--- config.mk ---
export PLATFORM = sky130hd
export DESIGN_NAME = mux_logic_reducer_flat
export DESIGN_NICKNAME = d
export VERILOG_FILES = /design/src/rtl/mux_logic_reducer_pkg.sv /design/src/rtl/mux_logic_reducer_if.sv /design/src/rtl/mux_logic_reducer_node.sv /design/src/rtl/mux_logic_reducer.sv /design/src/flat_wrapper.sv
export SDC_FILE = /design/constraint.sdc
export NUM_CORES = 1
export LEC_CHECK = 0
export CAP_MARGIN = 20
export CORE_UTILIZATION = 31
export CTS_CLUSTER_DIAMETER = 120
export DETAILED_ROUTE_END_ITERATION = 12
export GPL_TIMING_DRIVEN = 0
export PLACE_DENSITY = 0.53
export SYNTH_ARGS = -nofsm -noshare
export SYNTH_HDL_FRONTEND = slang
export SYNTH_SLANG_ARGS = --single-unit
--- constraint.sdc ---
create_clock -name clk -period 1.3 [get_ports clk]
set_input_delay 0.13 -clock clk [delete_from_list [all_inputs] [get_ports clk]]
set_output_delay 0.13 -clock clk [all_outputs]
set_load 0.01 [all_outputs]
--- src/rtl/mux_logic_reducer_pkg.sv ---
// mux_reducer_pkg: shared types and elaboration helpers for the mux-only
// reduction unit (mux_logic_reducer and its tree node).
package mux_reducer_pkg;

   typedef enum logic [1:0] {
      OP_AND = 2'd0,
      OP_OR  = 2'd1,
      OP_XOR = 2'd2,
      OP_NOR = 2'd3
   } op_e;

   // Padding value that leaves the reduction unchanged; NOR pads like OR
   // because its tree is an OR tree inverted at the output.
   function automatic logic identity(op_e op);
      return (op == OP_AND);
   endfunction

   // ceil(log2(width)) for width >= 2
   function automatic int unsigned levels(int unsigned width);
      int unsigned l;
      l = 0;
      for (int unsigned p = 1; p < width; p = p * 2) begin
         l = l + 1;
      end
      return l;
   endfunction

   // Number of register ranks when lps tree levels sit between registers
   function automatic int unsigned stages(int unsigned width, int unsigned lps);
      return (levels(width) + lps - 1) / lps;
   endfunction

endpackage

--- src/rtl/mux_logic_reducer_if.sv ---
// mux_logic_reducer_if: upstream/downstream valid-ready handshake bundle.
// master = producer/consumer side, slave = reduction unit side.
interface mux_logic_reducer_if #(
   parameter int unsigned WIDTH = 8
);
   logic             up_valid;
   logic             up_ready;
   logic [WIDTH-1:0] up_data;
   logic [1:0]       up_op;
   logic             down_valid;
   logic             down_ready;
   logic             down_data;

   modport master (
      output up_valid, up_data, up_op, down_ready,
      input  up_ready, down_valid, down_data
   );

   modport slave (
      input  up_valid, up_data, up_op, down_ready,
      output up_ready, down_valid, down_data
   );
endinterface

--- src/rtl/mux_logic_reducer_node.sv ---
// mux: the 2:1 primitive every gate in this unit is built from.
// mux_reduce_node: one op-selectable reduction node (AND/OR/XOR, NOR uses OR)
// composed purely of mux instances and constants.
module mux (
   input  logic i_sel,
   input  logic i_d0,
   input  logic i_d1,
   output logic o_y
);
   assign o_y = i_sel ? i_d1 : i_d0;
endmodule

module mux_reduce_node
   import mux_reducer_pkg::*;
(
   input  logic a,
   input  logic b,
   input  op_e  op,
   output logic y
);
   logic [1:0] w_op;
   logic       w_nb;
   logic       w_and;
   logic       w_or;
   logic       w_xor;
   logic       w_m0;
   logic       w_m1;

   assign w_op = op;

   // !b
   mux u_nb  (.i_sel(b),       .i_d0(1'b1),  .i_d1(1'b0), .o_y(w_nb));
   // a ? b : 0
   mux u_and (.i_sel(a),       .i_d0(1'b0),  .i_d1(b),    .o_y(w_and));
   // a ? 1 : b
   mux u_or  (.i_sel(a),       .i_d0(b),     .i_d1(1'b1), .o_y(w_or));
   // a ? !b : b
   mux u_xor (.i_sel(a),       .i_d0(b),     .i_d1(w_nb), .o_y(w_xor));
   // op[0] picks OR over AND (ops 0/1) and OR over XOR (ops 2/3, NOR = OR tree)
   mux u_m0  (.i_sel(w_op[0]), .i_d0(w_and), .i_d1(w_or), .o_y(w_m0));
   mux u_m1  (.i_sel(w_op[0]), .i_d0(w_xor), .i_d1(w_or), .o_y(w_m1));
   mux u_y   (.i_sel(w_op[1]), .i_d0(w_m0),  .i_d1(w_m1), .o_y(y));
endmodule

--- src/rtl/mux_logic_reducer.sv ---
// mux_logic_reducer: pipelined WIDTH-to-1 reduction (AND/OR/XOR/NOR) built
// from mux_reduce_node trees, LEVELS_PER_STAGE tree levels per register rank.
// The whole pipeline advances in lockstep, so each word keeps its own op.
// Optional: define MUX_REDUCER_SKID_EN to add a 1-entry output skid buffer,
// which makes up_ready a register with no path from down_ready.
module mux_logic_reducer
   import mux_reducer_pkg::*;
#(
   parameter int unsigned WIDTH            = 8,
   parameter int unsigned LEVELS_PER_STAGE = 1
) (
   input  logic                  clk,
   input  logic                  rst_n,
   mux_logic_reducer_if.slave    bus
);
   localparam int unsigned LEVELS = levels(WIDTH);
   localparam int unsigned NPAD   = 1 << LEVELS;
   localparam int unsigned STAGES = stages(WIDTH, LEVELS_PER_STAGE);

   logic              w_adv;
   op_e               w_up_op;
   logic [NPAD-1:0]   w_pad;
   op_e               w_stg_op [STAGES];
   logic [STAGES-1:0] r_vld;
   op_e               r_op [STAGES];
   logic              w_root;
   logic              w_root_n;
   logic              w_is_nor;
   logic              w_last_vld;
   logic              w_last_dat;

   assign w_up_op = op_e'(bus.up_op);

   // Pad to a power of two with the op's identity element
   for (genvar i = 0; i < NPAD; i++) begin : g_pad
      if (i < WIDTH) begin : g_data
         assign w_pad[i] = bus.up_data[i];
      end else begin : g_fill
         assign w_pad[i] = identity(w_up_op);
      end
   end

   // Op seen by the tree levels of each stage: stage 0 works on the incoming
   // word, later stages on the op registered alongside their data.
   always_comb begin
      w_stg_op = '{default: OP_AND};
      w_stg_op[0] = w_up_op;
      for (int unsigned s = 1; s < STAGES; s++) begin
         w_stg_op[s] = r_op[s-1];
      end
   end

   // Valid and op travel with their word; everything shifts only on advance
   always_ff @(posedge clk or negedge rst_n) begin
      if (!rst_n) begin
         r_vld <= '0;
         for (int unsigned s = 0; s < STAGES; s++) begin
            r_op[s] <= OP_AND;
         end
      end else if (w_adv) begin
         r_vld[0] <= bus.up_valid;
         r_op[0]  <= w_up_op;
         for (int unsigned s = 1; s < STAGES; s++) begin
            r_vld[s] <= r_vld[s-1];
            r_op[s]  <= r_op[s-1];
         end
      end
   end

   // Reduction tree: level l halves the previous level; a register rank
   // closes every LEVELS_PER_STAGE levels and always after the root.
   for (genvar l = 1; l <= LEVELS; l++) begin : g_lvl
      localparam int unsigned NN  = NPAD >> l;
      localparam int unsigned STG = (l - 1) / LEVELS_PER_STAGE;

      logic [2*NN-1:0] w_in;
      logic [NN-1:0]   w_y;
      logic [NN-1:0]   w_out;

      if (l == 1) begin : g_first
         assign w_in = w_pad;
      end else begin : g_next
         assign w_in = g_lvl[l-1].w_out;
      end

      for (genvar k = 0; k < NN; k++) begin : g_node
         mux_reduce_node u_node (
            .a  (w_in[2*k]),
            .b  (w_in[2*k+1]),
            .op (w_stg_op[STG]),
            .y  (w_y[k])
         );
      end

      if ((l % LEVELS_PER_STAGE == 0) || (l == LEVELS)) begin : g_reg
         logic [NN-1:0] r_dat;

         // Capture this stage's partial results; hold while stalled
         always_ff @(posedge clk or negedge rst_n) begin
            if (!rst_n) begin
               r_dat <= '0;
            end else if (w_adv) begin
               r_dat <= w_y;
            end
         end

         assign w_out = r_dat;
      end else begin : g_comb
         assign w_out = w_y;
      end
   end

   assign w_root     = g_lvl[LEVELS].w_out[0];
   assign w_is_nor   = (r_op[STAGES-1] == OP_NOR);
   assign w_last_vld = r_vld[STAGES-1];

   // NOR is the OR tree result inverted by one mux after the last rank
   mux u_inv (.i_sel(w_root),   .i_d0(1'b1),   .i_d1(1'b0),     .o_y(w_root_n));
   mux u_nor (.i_sel(w_is_nor), .i_d0(w_root), .i_d1(w_root_n), .o_y(w_last_dat));

`ifdef MUX_REDUCER_SKID_EN
   logic r_skid_vld;
   logic r_skid_dat;

   // Skid slot catches the last-rank word when the consumer stalls; the
   // pipeline only moves while the slot is empty, so nothing is lost.
   always_ff @(posedge clk or negedge rst_n) begin
      if (!rst_n) begin
         r_skid_vld <= 1'b0;
         r_skid_dat <= 1'b0;
      end else if (r_skid_vld) begin
         if (bus.down_ready) begin
            r_skid_vld <= 1'b0;
         end
      end else if (w_last_vld && !bus.down_ready) begin
         r_skid_vld <= 1'b1;
         r_skid_dat <= w_last_dat;
      end
   end

   assign w_adv          = !r_skid_vld;
   assign bus.down_valid = r_skid_vld | w_last_vld;
   assign bus.down_data  = r_skid_vld ? r_skid_dat : w_last_dat;
`else
   assign w_adv          = !(w_last_vld && !bus.down_ready);
   assign bus.down_valid = w_last_vld;
   assign bus.down_data  = w_last_dat;
`endif

   assign bus.up_ready = w_adv;

endmodule

--- src/flat_wrapper.sv ---
// flat-port wrapper written by rule: the top's interface ports become plain ports
module mux_logic_reducer_flat import mux_reducer_pkg::*;
#(
   parameter int unsigned WIDTH            = 8,
   parameter int unsigned LEVELS_PER_STAGE = 1
)
  (clk, rst_n, bus_up_valid, bus_up_data, bus_up_op, bus_down_ready, bus_up_ready, bus_down_valid, bus_down_data);
  mux_logic_reducer_if #(.WIDTH(WIDTH)) bus_i ();
  input  logic clk;
  input  logic rst_n;
  input wire logic [$bits(bus_i.up_valid)-1:0] bus_up_valid;
  input wire logic [$bits(bus_i.up_data)-1:0] bus_up_data;
  input wire logic [$bits(bus_i.up_op)-1:0] bus_up_op;
  input wire logic [$bits(bus_i.down_ready)-1:0] bus_down_ready;
  output wire logic [$bits(bus_i.up_ready)-1:0] bus_up_ready;
  output wire logic [$bits(bus_i.down_valid)-1:0] bus_down_valid;
  output wire logic [$bits(bus_i.down_data)-1:0] bus_down_data;
  assign bus_i.up_valid = bus_up_valid;
  assign bus_i.up_data = bus_up_data;
  assign bus_i.up_op = bus_up_op;
  assign bus_i.down_ready = bus_down_ready;
  assign bus_up_ready = bus_i.up_ready;
  assign bus_down_valid = bus_i.down_valid;
  assign bus_down_data = bus_i.down_data;
  mux_logic_reducer #(.WIDTH(WIDTH), .LEVELS_PER_STAGE(LEVELS_PER_STAGE)) u_core (.clk(clk), .rst_n(rst_n), .bus(bus_i));
endmodule
==> flow_metrics.env <==
export IMPL_cts_max_level=1
export IMPL_fmax_ghz=0.776
export IMPL_dieHeight_um=59.1
export IMPL_drive_above_1_share_pct=27.8
export IMPL_setup_ws_ns=0.0106
export IMPL_drc=0
export IMPL_postSynthCellCount=105
export IMPL_clk_pin_slew_worst_paths_ns=0.09
export IMPL_min_from="bus_up_op[0]"
export IMPL_worstSetupEndpointType="register"
export IMPL_crit_type="reg2reg"
export IMPL_core_sq_um=3080
export IMPL_drt_total_wl_um=1750
export IMPL_layout_nets=162
export IMPL_p_leak_uw=0.000718
export IMPL_dieArea_sq_um=3490
export IMPL_cpMaxStageDelayCell="dfrtp_1"
export IMPL_num_rows=20
export IMPL_avgViaCountPerCell=4.33
export IMPL_grt_max_degree=17
export IMPL_ff2ff_setup_slack_ns=0.01
export IMPL_area_growth_pct=37.7
export IMPL_rsz0062_at_grt="yes"
export IMPL_post_place_ws_ns=-0.431
export IMPL_start_kind="register"
export IMPL_cp_slowest_stage_delay_ns=0.41
export IMPL_arrival_ns=1.46
export IMPL_clk_latency_ns=0.28
export IMPL_utilization_pct=45.2
export IMPL_outcome="finished, final reports clean"
export IMPL_relSlewSlack_pct=53.2
export IMPL_setup_viol=0
export IMPL_overflow=0
export IMPL_cts_buffers_inserted=3
export IMPL_cap_violations=0
export IMPL_min_period_ns=1.29
export IMPL_syn_nets=133
export IMPL_cts_sinks=16
export IMPL_critPathBufInv=1
export IMPL_rr_worst_depth=5
export IMPL_cts_tree="built"
export IMPL_first_pass_iters=4
export IMPL_clock_root_buffer="clkbuf_4"
export IMPL_clockBufferDepth=2
export IMPL_total_power_uw=2190
export IMPL_ys_seq_elements=16
export IMPL_port_buffers=15
export IMPL_drt_iter0_drc=24
export IMPL_hpwlAfterDp_um=1260
export IMPL_layout_common_cells="31 x nand2_1, 16 x dfrtp_1, 11 x ha_1"
export IMPL_synth_cell_types=18
export IMPL_min_to="u_core.r_op[4]"
export IMPL_rr_startpoint="u_core.g_lvl[1].g_reg.r_dat[2]"
export IMPL_skew_ns=0.00165
export IMPL_ant_nets=0
export IMPL_die_w_um=59.1
export IMPL_antenna_found_initial=0
export IMPL_fin_crit_sh_pct=99.2
export IMPL_tightest_slew_ns=0.700
export IMPL_antennaDiodeCount=0
export IMPL_cp_cell_sequence="inv_2 -> ha_4 -> mux2_4 -> o211ai_1 -> o21ai_1"
export IMPL_hp_class="in2reg"
export IMPL_cpLargestDelayFamily="flip-flops"
export IMPL_syn_avg_cell_area_sq_um=9.63
export IMPL_slew_violations=0
export IMPL_r2r_end="u_core.g_lvl[2].g_reg.r_dat[1]"
export IMPL_grt_usage_pct=12.1
export IMPL_routedWlPerCell_um=9.87
export IMPL_crit_fanout=2
export IMPL_grt_pass1_vias=733
export IMPL_ir_worst_vdd_uv=409
export IMPL_place_congestion=0.684
export IMPL_final_common_cell="nand2_1"
export IMPL_num_vias=766
export IMPL_power_density_nw_per_um2=1570
export IMPL_grt_pass1_wl_um=3130
export IMPL_syn_cell_area_sq_um=1010
export IMPL_required_ns=1.47
export IMPL_whs_path_depth=3
export IMPL_hold_buffers=0
export IMPL_yosysWarnings=0
export IMPL_seq_area_frac_synth_pct=39.6
export IMPL_hold_viol=0
export IMPL_num_io_pins=17
export IMPL_initial_core_util_pct=32.8
-- power by group --
| group | internal, uW | total (uW) | switching, uW |
|---|---|---|---|
| combinational | 584 | 1030 | 445 |
| clock | 170 | 325 | 155 |
| sequential | 679 | 832 | 153 |
-- area by class of cell --
| type | instances | area [sq um] |
|---|---|---|
| flip-flops and latches | 16 | 400 |
| multi-input cells | 70 | 566 |
| repair buffers | 24 | 230 |
| inverters | 15 | 63.8 |
| well taps | 44 | 55.1 |
| clock buffers | 4 | 36.3 |
| plain buffers | 4 | 41.3 |
| fillers | 299 | 1690 |
-- per-layer routing --
layer  wire [um]  track usage, %
met1         816            15.2
met5           0               0
met4          23            4.08
met3          46            3.28
met2         860            20.1
-- registers in the layout (all words and copies together) (netlist names) --
| name | flops |
|---|---|
| u_core.r_op | 6 |
| u_core.g_lvl.g_reg.r_dat | 7 |
| u_core.r_vld | 3 |
-- timing repair --
action	in CTS	in global routing
endpoints found under the setup margin	6	8
pin swaps	2	3
gates resized for setup	15	13
setup buffers	4	5
gates cloned	0	0
-- worst max path at each step --
stage	start	end	slack (ns)	cells after the start
2_1_floorplan	u_core.g_lvl[1].g_reg.r_dat[0]	u_core.g_lvl[2].g_reg.r_dat[0]	0.07	5
5_1_grt	u_core.g_lvl[1].g_reg.r_dat[0]	u_core.g_lvl[2].g_reg.r_dat[0]	-0.05	5
3_3_place_gp	bus_down_ready	bus_up_ready	-0.43	6
4_1_cts	u_core.r_vld[2]	bus_up_ready	-0.19	5
3_5_place_dp	bus_down_ready	bus_up_ready	-0.43	6
6_report	u_core.g_lvl[1].g_reg.r_dat[2]	u_core.g_lvl[2].g_reg.r_dat[1]	0.01	5
-- through the flow --
step	hold slack [ns]	TNS (ns)	area [sq um]	std cells
2_1_floorplan	-0.166	0	1010	105
3_3_place_gp	0.441	-1.51	1220	164
3_5_place_dp	0.451	-1.58	1220	164
4_1_cts	0.210	-0.199	1330	172
5_1_grt	0.258	-0.123	1390	177
6_report	0.220	0	1390	177
-- worst reg2reg max path, delay by kind of cell, from the launching register on --
kind	cells	cell delay (ns)
multiplexers	1	0.24
AO/OA/AOI/OAI	2	0.24
flip-flops	1	0.41
adder cells (fa/ha/maj)	1	0.20
buffers and inverters	1	0.09
-- cells in the mapped netlist (all sizes together) --
cell / n / area [sq um]
buf: 3 / 33.8
nand2: 31 / 116
a2111oi: 1 / 27.5
clkbuf: 1 / 3.75
xnor2: 1 / 8.76
nand2b: 1 / 6.26
inv: 15 / 58.8
o21ai: 6 / 30.0
mux2: 6 / 67.6
nor2b: 2 / 20.0
o211ai: 6 / 50.1
nor2: 1 / 3.75
dfrtp: 16 / 400
ha: 14 / 175
a311oi: 1 / 8.76
-- cells by family (layout without fill, tap and decap cells) --
logic type,after synthesis,count (layout),share of synthesized area (%)
simple gates,35,35,14.5
xor+xnor,1,1,0.866
flops,16,16,39.6
fa+ha+maj,14,14,17.3
buf+inv,19,47,9.53
compound gates,14,14,11.5
mux,6,6,6.68
No activity file was read; power rests on OpenSTA's default activity.
